===== src/rtl/gtp_frame_pkg.sv =====
// Shared definitions for the GTP TX frame sequencer: 8b/10b control
// characters, user byte-type encodings, read FSM states and buffer entry.
package gtp_frame_pkg;

    localparam logic [7:0] K28_5 = 8'hBC;  // idle comma
    localparam logic [7:0] K27_7 = 8'hFB;  // start of frame
    localparam logic [7:0] K29_7 = 8'hFD;  // end of frame

    typedef enum logic [1:0] {
        TYPE_BODY   = 2'b00,
        TYPE_SOF    = 2'b01,
        TYPE_EOF    = 2'b10,
        TYPE_SINGLE = 2'b11
    } dtype_e;

    typedef enum logic [2:0] {
        RD_IDLE,
        RD_SOF,
        RD_DATA,
        RD_EOF,
        RD_GAP
    } rd_state_e;

    // One buffer slot: the payload byte plus a flag marking the frame's last byte.
    typedef struct packed {
        logic       last;
        logic [7:0] data;
    } fifo_entry_t;

endpackage


===== src/rtl/frame_fifo.sv =====
// Frame buffer with a speculative write pointer and a commit pointer.
// Bytes become visible to the reader only once committed; an open frame can
// be rolled back to the last commit point. Pointers carry one extra bit so
// occupancy stays correct across wrap-around. One slot is always kept free,
// so the largest frame that can ever be committed is 2^AW-1 bytes.
module frame_fifo
    import gtp_frame_pkg::*;
#(
    parameter int AW = 4
) (
    input  logic        clk,
    input  logic        rst_n,
    input  logic        wr_en,
    input  fifo_entry_t wr_data,
    input  logic        commit,
    input  logic        rollback,
    input  logic        rd_en,
    output fifo_entry_t rd_data,
    output logic        full,
    output logic        empty
);

    localparam int          DEPTH    = 1 << AW;
    localparam logic [AW:0] MAX_USED = (AW + 1)'(DEPTH - 1);

    fifo_entry_t mem [DEPTH];

    logic [AW:0] wr_ptr;
    logic [AW:0] commit_ptr;
    logic [AW:0] rd_ptr;
    logic [AW:0] base_ptr;
    logic [AW:0] wr_next;

    // A rollback and a write in the same cycle restart the frame at commit_ptr.
    assign base_ptr = rollback ? commit_ptr : wr_ptr;
    assign wr_next  = base_ptr + {{AW{1'b0}}, wr_en};

    assign full    = (wr_ptr - rd_ptr) == MAX_USED;
    assign empty   = (commit_ptr == rd_ptr);
    assign rd_data = mem[rd_ptr[AW-1:0]];

    // Pointer bookkeeping: write/rollback move wr_ptr, commit publishes it, reads advance rd_ptr.
    always_ff @(posedge clk or negedge rst_n) begin
        if (!rst_n) begin
            wr_ptr     <= '0;
            commit_ptr <= '0;
            rd_ptr     <= '0;
        end else begin
            wr_ptr <= wr_next;
            if (commit)
                commit_ptr <= wr_next;
            if (rd_en)
                rd_ptr <= rd_ptr + 1'b1;
        end
    end

    // Storage array; no reset needed, contents are only read behind commit_ptr.
    always_ff @(posedge clk) begin
        if (wr_en)
            mem[base_ptr[AW-1:0]] <= wr_data;
    end

endmodule


===== src/rtl/gtp_tx_frame_sequencer.sv =====
// GTP TX frame sequencer: buffers user bytes into whole frames, drops
// malformed or overflowing frames, and sends committed frames wrapped in
// K27.7/K29.7 with K28.5 commas in between, only while the link is ready.
module gtp_tx_frame_sequencer
    import gtp_frame_pkg::*;
#(
    parameter int AW    = 4,
    parameter int CNT_W = 16
) (
    input  logic             clk,
    input  logic             rst_n,
    input  logic [7:0]       din,
    input  logic [1:0]       dtin,
    input  logic             we,
    input  logic             link_ready,
    output logic [7:0]       tx_data,
    output logic             tx_charisk,
    output logic             busy,
    output logic [AW:0]      frames_pending,
    output logic [CNT_W-1:0] frames_sent,
    output logic [CNT_W-1:0] frames_dropped,
    output logic             err_pulse
);

    // Write-side frame tracker
    logic open_q, open_d;        // a frame has been started and not yet committed
    logic discard_q, discard_d;  // overflowed frame: swallow bytes until the next start
    logic fifo_wr, fifo_commit, fifo_rollback;
    logic fifo_full, fifo_empty;
    logic drop_evt, stray_evt;
    fifo_entry_t wr_entry, rd_entry;

    // Read side
    rd_state_e  state_q, state_d;
    logic       last_q, last_d;
    logic [7:0] tx_data_d;
    logic       tx_k_d;
    logic       busy_d;
    logic       rd_en;
    logic       retire;

    assign wr_entry = '{last: fifo_commit, data: din};

    frame_fifo #(.AW(AW)) u_fifo (
        .clk      (clk),
        .rst_n    (rst_n),
        .wr_en    (fifo_wr),
        .wr_data  (wr_entry),
        .commit   (fifo_commit),
        .rollback (fifo_rollback),
        .rd_en    (rd_en),
        .rd_data  (rd_entry),
        .full     (fifo_full),
        .empty    (fifo_empty)
    );

    // Classify each written byte: store, commit, drop the open frame, or reject as stray.
    // A start while a frame is open always has room: the rollback frees at least one slot.
    always_comb begin
        fifo_wr       = 1'b0;
        fifo_commit   = 1'b0;
        fifo_rollback = 1'b0;
        drop_evt      = 1'b0;
        stray_evt     = 1'b0;
        open_d        = open_q;
        discard_d     = discard_q;
        if (we) begin
            case (dtin)
                TYPE_SOF, TYPE_SINGLE: begin
                    if (open_q) begin
                        fifo_rollback = 1'b1;
                        fifo_wr       = 1'b1;
                        drop_evt      = 1'b1;
                    end else if (fifo_full) begin
                        drop_evt = 1'b1;
                    end else begin
                        fifo_wr = 1'b1;
                    end
                    fifo_commit = fifo_wr && (dtin == TYPE_SINGLE);
                    open_d      = fifo_wr && (dtin == TYPE_SOF);
                    discard_d   = !fifo_wr && (dtin == TYPE_SOF);
                end
                default: begin
                    if (open_q) begin
                        if (fifo_full) begin
                            fifo_rollback = 1'b1;
                            drop_evt      = 1'b1;
                            open_d        = 1'b0;
                            discard_d     = 1'b1;
                        end else begin
                            fifo_wr = 1'b1;
                            if (dtin == TYPE_EOF) begin
                                fifo_commit = 1'b1;
                                open_d      = 1'b0;
                            end
                        end
                    end else if (!discard_q) begin
                        stray_evt = 1'b1;
                    end
                end
            endcase
        end
    end

    // Frame tracker state.
    always_ff @(posedge clk or negedge rst_n) begin
        if (!rst_n) begin
            open_q    <= 1'b0;
            discard_q <= 1'b0;
        end else begin
            open_q    <= open_d;
            discard_q <= discard_d;
        end
    end

    // Read FSM: the state names what tx_data shows, so outputs are computed for state_d.
    always_comb begin
        state_d   = state_q;
        last_d    = last_q;
        tx_data_d = K28_5;
        tx_k_d    = 1'b1;
        rd_en     = 1'b0;
        retire    = 1'b0;
        case (state_q)
            RD_IDLE: begin
                if ((frames_pending != '0) && !fifo_empty && link_ready) begin
                    state_d   = RD_SOF;
                    tx_data_d = K27_7;
                end
            end
            RD_SOF: begin
                state_d   = RD_DATA;
                tx_data_d = rd_entry.data;
                tx_k_d    = 1'b0;
                last_d    = rd_entry.last;
                rd_en     = 1'b1;
            end
            RD_DATA: begin
                if (last_q) begin
                    state_d   = RD_EOF;
                    tx_data_d = K29_7;
                end else begin
                    tx_data_d = rd_entry.data;
                    tx_k_d    = 1'b0;
                    last_d    = rd_entry.last;
                    rd_en     = 1'b1;
                end
            end
            RD_EOF: begin
                state_d = RD_GAP;
                retire  = 1'b1;
            end
            RD_GAP: begin
                state_d = RD_IDLE;
            end
            default: begin
                state_d = RD_IDLE;
            end
        endcase
        busy_d = (state_d == RD_SOF) || (state_d == RD_DATA) || (state_d == RD_EOF);
    end

    // Read FSM state and registered TX outputs.
    always_ff @(posedge clk or negedge rst_n) begin
        if (!rst_n) begin
            state_q    <= RD_IDLE;
            last_q     <= 1'b0;
            tx_data    <= K28_5;
            tx_charisk <= 1'b1;
            busy       <= 1'b0;
        end else begin
            state_q    <= state_d;
            last_q     <= last_d;
            tx_data    <= tx_data_d;
            tx_charisk <= tx_k_d;
            busy       <= busy_d;
        end
    end

    // Pending-frame count plus saturating statistics and the error strobe.
    always_ff @(posedge clk or negedge rst_n) begin
        if (!rst_n) begin
            frames_pending <= '0;
            frames_sent    <= '0;
            frames_dropped <= '0;
            err_pulse      <= 1'b0;
        end else begin
            case ({fifo_commit, retire})
                2'b10:   frames_pending <= frames_pending + 1'b1;
                2'b01:   frames_pending <= frames_pending - 1'b1;
                default: frames_pending <= frames_pending;
            endcase
            if (retire && (frames_sent != '1))
                frames_sent <= frames_sent + 1'b1;
            if (drop_evt && (frames_dropped != '1))
                frames_dropped <= frames_dropped + 1'b1;
            err_pulse <= drop_evt | stray_evt;
        end
    end

endmodule


===== config.mk =====
export PLATFORM = sky130hd
export DESIGN_NAME = gtp_tx_frame_sequencer
export DESIGN_NICKNAME = d
export VERILOG_FILES = /design/src/rtl/gtp_frame_pkg.sv /design/src/rtl/frame_fifo.sv /design/src/rtl/gtp_tx_frame_sequencer.sv
export SDC_FILE = /design/constraint.sdc
export NUM_CORES = 1
export LEC_CHECK = 0
export ABC_AREA = 1
export CORE_MARGIN = 8
export CORE_UTILIZATION = 53
export DETAILED_ROUTE_END_ITERATION = 10
export GPL_ROUTABILITY_DRIVEN = 0
export PLACE_DENSITY = 0.73
export SETUP_SLACK_MARGIN = 0.05
export SYNTH_ARGS = -nofsm -noshare
export SYNTH_HDL_FRONTEND = slang
export SYNTH_SLANG_ARGS = --single-unit

===== constraint.sdc =====
create_clock -name clk -period 3.91 [get_ports clk]
set_clock_uncertainty 0.1 [all_clocks]
set_input_delay 0.782 -clock clk [delete_from_list [all_inputs] [get_ports clk]]
set_output_delay 0.782 -clock clk [all_outputs]
set_load 0.05 [all_outputs]

==> metrics.csv <==
metric,value,unit
dieHeight,149,um
synth-xor-area-share,3.63,%
synth_fp_nets,854,
drt_first_pass_iters,5,
final_nets,940,
seq_power_share,36.0,%
drv_slew,0,
n_fill_cell,1362,
wl_per_cell,17.6,um
rows,48,
cts_tree,built,
drt-total-wl,20.3,mm
grt_pass1_vias,6251,
rr_endpoint,frames_pending[4],
avgSynthCellArea,11.4,um2
vdd_ir_drop_max,0.473,mV
hold_ws,0.293,ns
startpoint_type,flip-flop,
reg2reg_setup_slack,0.43,ns
crit_path_start,u_fifo.rd_ptr[0],
syn-instance-count,825,
synth.area.mux_share,0,%
io_buffers,61,
yosys.area_share.simple,15.8,%
p_sw,3.13,mW
via_per_inst,5.57,
synth_common_cells,"edfxtp_1, nor2_1, nand2_1",
ios,62,
core,0.0173,mm2
h-tree-depth,1,
final.period_utilization,89.1,%
synth-async-reset-ratio,32.4,%
grt_overflow_total,0,
yosysWarnings,0,
synth_top_family_by_area,simple AND/OR/NAND/NOR gates,
cts_setup_buffers,0,
drtIter0Drc,479,
drive_gt1_share,13.1,%
r2r-start,u_fifo.rd_ptr[0],
drc,0,
final_util,64.5,%
clkPwrFrac,26.9,%
yosysMostFrequentCell,edfxtp_1,
cp-end-kind,flip-flop,
power_density,736,mW/mm2
max_freq,287,MHz
initial_core_util,54.2,%
path_class,reg -> reg,
p_leak,4.33,nW
grt_max_degree,78,
grt_first_pass_wirelength,32.5,mm
cts.clk_slew.worst_paths,0.06,ns
synth.area.top_cells,"edfxtp_1, dfrtp_1, nor2_1",
antenna_found_initial,0,
yosys_register_bits,213,
synth_fa_ha_area_share,2.16,%
cts_resized,0,
synth_seq_area_share,64.7,%
track_usage,18.4,%
path_max_fanout,6,
timing.final.hold_violations,0,
setup_viol,0,
hold_path.class,in -> async,
design.die.area,0.0222,mm2
layout-area-overhead-vs-synth,19.0,%
clock_latency,0.51,ns
cp_num_buf_inv,2,
reg2reg_depth,20,
relSlewSlack,23.1,%
crit_top_cell,nand2_1,
cts_max_path_buffers,3,
num_vias,6421,
tns,0,ns
critPathMaxStageDelay,0.42,ns
synth_edf_count,144,
cpMaxStageDelayCell,fa_1,
p_comb_share,37.1,%
numCtsBuffers,22,
die_w,149,um
rsz0062_at_grt,false,
required,4.20,ns
synth_cell_type_count,46,
crit_arrival,3.77,ns
switching_share,38.1,%
min_period,3.48,ns
ant_nets,0,
synth_flop_cell,edfxtp_1,
status,finished clean,
diodes,0,
worstMarginPinSlew,1.15,ns
p_int,5.08,mW
maxCapViolations,0,
syn_area,0.00937,mm2
crit_chain,ha_1 > fa_1 > nand3b_1 > nand2_1 > nand2_1 > nand2_1 > inv_2 > o211ai_1 > nand2_1 > inv_2 > nand2_4 > ha_1 > ha_1 > nand2_1 > nor2_1 > a211oi_1 > nand2_1 > nand2_1 > nor2_1 > xor2_1,
dpl.hpwl,13.1,mm
yosys.area.top_type,edfxtp_1,
cts.sinks,213,
cts-root-buf,clkbuf_16,
hold_buffers,0,
cp_top_family,adder cells,
synth-compound-area-share,9.50,%
netlist.area_leader.share,46.2,%
## per-stage QoR
step	power, mW	cell area, um2	setup WS, ns	std cells
after detailed placement	6.03	10400	0.362	1112
after CTS	8.26	11200	0.431	1152
after floorplan	5.12	9370	0.464	825
after global routing	8.67	11200	0.0758	1152
after global placement	5.96	10400	0.434	1112
final	8.20	11200	0.425	1152
## logic make-up (layout without fill, tap and decap cells)
group / Yosys count / count (layout)
xor+xnor: 38 / 38
buf+inv: 98 / 200
compound gates: 147 / 147
flops: 213 / 213
simple gates: 314 / 314
fa+ha+maj: 15 / 15
## worst max-delay path by stage
stage / endpoint / slack (ns) / cells after the start
floorplan: frames_pending[4] / 0.46 / 21
global placement: frames_pending[4] / 0.43 / 15
detailed placement: frames_pending[4] / 0.36 / 15
CTS: frames_pending[4] / 0.43 / 20
global route: frames_pending[4] / 0.08 / 20
finish: frames_pending[4] / 0.43 / 20
## cell type report
| type | instances | area (um2) | area share, % |
|---|---|---|---|
| well taps | 225 | 282 | 2.52 |
| clock buffers | 29 | 638 | 5.72 |
| clock inverters | 11 | 148 | 1.32 |
| repair buffers | 94 | 856 | 7.68 |
| inverters | 66 | 251 | 2.26 |
| flip-flops and latches | 213 | 6060 | 54.3 |
| multi-input cells | 514 | 2920 | 26.2 |
## power by group through the flow
stage	registers, mW	clock network (mW)	logic, mW
detailed placement	3.00	0	3.03
global placement	2.99	0	2.97
finish	2.95	2.21	3.04
CTS	2.95	2.26	3.05
global route	2.99	2.33	3.35
floorplan	3.34	0	1.78
## placed cells by master (no fill, tap or decap), types with 11 or more instances in the layout
cell type	netlist	layout
o221ai_1	21	21
clkbuf_16	0	23
o211ai_1	12	12
buf_4	0	34
xnor2_1	11	11
clkdlybuf4s50_1	0	60
ha_1	13	13
inv_1	57	57
o22ai_1	15	15
xor2_1	26	26
nand3_1	31	31
nand2_1	101	101
dfrtp_1	63	62
o21ai_0	81	81
edfxtp_1	144	144
nor2_1	128	128
## registers in the layout (all words and copies together) (netlist names), 3 cells and up
register           flops
u_fifo.mem           144
frames_dropped        16
frames_sent           16
tx_data                8
frames_pending         5
u_fifo.commit_ptr      5
u_fifo.rd_ptr          5
u_fifo.wr_ptr          5
state_q                3
## worst reg2reg max path: stages, from the launching register on
cell and delay, ns:
dfrtp_2 0.40, ha_1 0.23, fa_1 0.42, nand3b_1 0.22
nand2_1 0.09, nand2_1 0.04, nand2_1 0.06, inv_2 0.05
o211ai_1 0.10, nand2_1 0.13, inv_2 0.17, nand2_4 0.10
ha_1 0.26, ha_1 0.33, nand2_1 0.08, nor2_1 0.04
a211oi_1 0.23, nand2_1 0.08, nand2_1 0.06, nor2_1 0.04
xor2_1 0.13
## metal layers
metal	wire length, um	part of all wire (%)	GRT usage, %
met5	0	0	0
met4	538	2.6	5.45
met3	1500	7.4	2.79
met2	9910	49	30.7
met1	8380	41	24.4
Note: power is estimated with default switching activity, not from simulation.
==> RTL change: new RTL, same settings <==
The output `err_pulse` loses its register stage (`err_pulse` becomes a continuous assignment).
--- a/src/rtl/gtp_tx_frame_sequencer.sv
+++ b/src/rtl/gtp_tx_frame_sequencer.sv
@@ -183,7 +183,6 @@
             frames_pending <= '0;
             frames_sent    <= '0;
             frames_dropped <= '0;
-            err_pulse      <= 1'b0;
         end else begin
             case ({fifo_commit, retire})
                 2'b10:   frames_pending <= frames_pending + 1'b1;
@@ -194,9 +193,10 @@
                 frames_sent <= frames_sent + 1'b1;
             if (drop_evt && (frames_dropped != '1))
                 frames_dropped <= frames_dropped + 1'b1;
-            err_pulse <= drop_evt | stray_evt;
-        end
-    end
+        end
+    end
+
+    assign err_pulse = drop_evt | stray_evt;
 
 endmodule
 
Behaviour: not the same (a bounded check fails within 4 cycles, from zero or initial values and one cycle with rst_n low).
==> RTL change against the unedited design <==
Sequential cell count shrank 1; first-iteration DRC count shrank 4.0%; worst hold slack better by 0.014 ns; worst setup slack lost 0.083 ns; synthesized area decreased by 0.27%; wire length increased by 1.2%; final area decreased by 0.75%; total power shrank 2.2%; final cell count grew 0.17%.
==> RTL change: results (changes against the unedited design) <==
{| class="wikitable"
! Metric !! Value
|-
| Outcome || complete, no violations (unchanged)
|-
| Crit path to || err_pulse (was frames_pending[4]$_DFFE_PN0P_)
|-
| Number of nets in the finished design || 941 (was 940)
|-
| Arr. time, crit path || 2.69 ns (was 3.77 ns)
|-
| Hpwl dp || 13,200 um (was 13,100 um)
|-
| Routed metal-1 wire length || 8810 um (was 8380 um)
|-
| Met3 routing resource usage after global routing || 2.70% (was 2.79%)
|-
| Instance area at placement || 10,400 sq um (about the same)
|-
| CP top delay family || simple AND/OR/NAND/NOR gates (was adder cells)
|-
| Maximum fanout along the worst path || 2 (was 6)
|-
| Root buffer selected by CTS || sky130_fd_sc_hd__clkbuf_16 (unchanged)
|-
| Total of cells resized after clock tree synthesis || 0 (unchanged)
|-
| Iteration-0 DRC Markers || 460 (was 479)
|-
| Maximum cell stage delay along the critical path || 0.43 ns
|-
| ANT cells || 0 (unchanged)
|-
| TritonCTS buffer count || 23 (was 22)
|-
| Vias/cell || 5.48 (was 5.57)
|-
| Global Route met1 Usage || 24.6% (was 24.4%)
|-
| Leakage dissipation || 4.29 nW (was 4.33 nW)
|-
| Layout cells sized above 1 || 12.3% (was 13.1%)
|-
| Commonest cells in the netlist || sky130_fd_sc_hd__edfxtp_1 (144), sky130_fd_sc_hd__nor2_1 (128), sky130_fd_sc_hd__nand2_1 (101) (unchanged)
|-
| Gr usage total || 18.3% (was 18.4%)
|-
| Final hold slack || 0.307 ns (was 0.293 ns)
|-
| Number of flip-flops under the largest register name || 144 (unchanged)
|-
| # port buffers || 61 (unchanged)
|-
| Top area cells in the synthesized netlist || sky130_fd_sc_hd__edfxtp_1 (46%), sky130_fd_sc_hd__dfrtp_1 (17%), sky130_fd_sc_hd__nor2_1 (5.1%) (unchanged)
|-
| Sequential element share of the synthesized area || 64.6% (was 64.7%)
|-
| Detailed-routed wire length on met2 || 9900 um (was 9910 um)
|-
| Path depth of the worst reg2reg path || 20 (unchanged)
|-
| Global routing usage on met2 || 30.6% (was 30.7%)
|-
| Maximum vdd drop || 0.530 mV (was 0.473 mV)
|-
| Met3 wire length || 1430 um (was 1500 um)
|-
| Via count of the first global-routing pass || 6,081 (was 6,251)
|-
| Worst slew margin || 27.1% (was 23.1%)
|-
| Aggregate routed wire length || 20,600 um (was 20,300 um)
|-
| Global-route wire length before repair || 32,200 um (was 32,500 um)
|-
| Synthesized netlist net count || 853 (was 854)
|-
| Async SR Flop Fraction || 32.1% (was 32.4%)
|}
-- RTL change: cell types whose count changed in the layout (fill, tap and decap cells not counted), moves of 2 or more --
cell	change
sky130_fd_sc_hd__clkinvlp_4	-2
sky130_fd_sc_hd__clkinv_2	-3
sky130_fd_sc_hd__clkinv_1	+6
sky130_fd_sc_hd__bufinv_16	-2
sky130_fd_sc_hd__clkbuf_1	+5
-- RTL change: report_power, final --
part           switching [mW]  internal (mW)
combinational            2.09          0.975
clock                   0.820           1.20
sequential              0.192           2.75
-- RTL change: metrics by stage --
step / util [%] / total power, mW / setup slack (ns) / instances
detailed placement: 59.9 / 6.04 / 0.356 / 1112
global placement: 59.9 / 5.96 / 0.452 / 1112
floorplan: - / 5.11 / 0.464 / 824
finish: 64.0 / 8.03 / 0.342 / 1154
CTS: 64.0 / 8.09 / 0.315 / 1154
global route: 64.0 / 8.48 / 0.194 / 1154
-- RTL change: logic make-up after synthesis --
| logic type | count (synthesis) | share of synthesized area [%] |
|---|---|---|
| AOI/OAI and AO/OA | 147 | 9.52 |
| and+or+nand+nor | 314 | 15.9 |
| adders and majority gates | 15 | 2.17 |
| xor gates and xnor gates | 38 | 3.64 |
| buffers and inverters | 98 | 4.21 |
| DFF | 212 | 64.6 |
-- RTL change: cell type report --
| class | instances | area [sq um] |
|---|---|---|
| clock buffer | 33 | 643 |
| clock inverter | 9 | 66.3 |
| fill | 1381 | 6230 |
| inverter | 66 | 251 |
| multi-input combinational | 514 | 2920 |
| sequential | 212 | 6030 |
| tap | 225 | 282 |
| timing repair buffer | 95 | 873 |
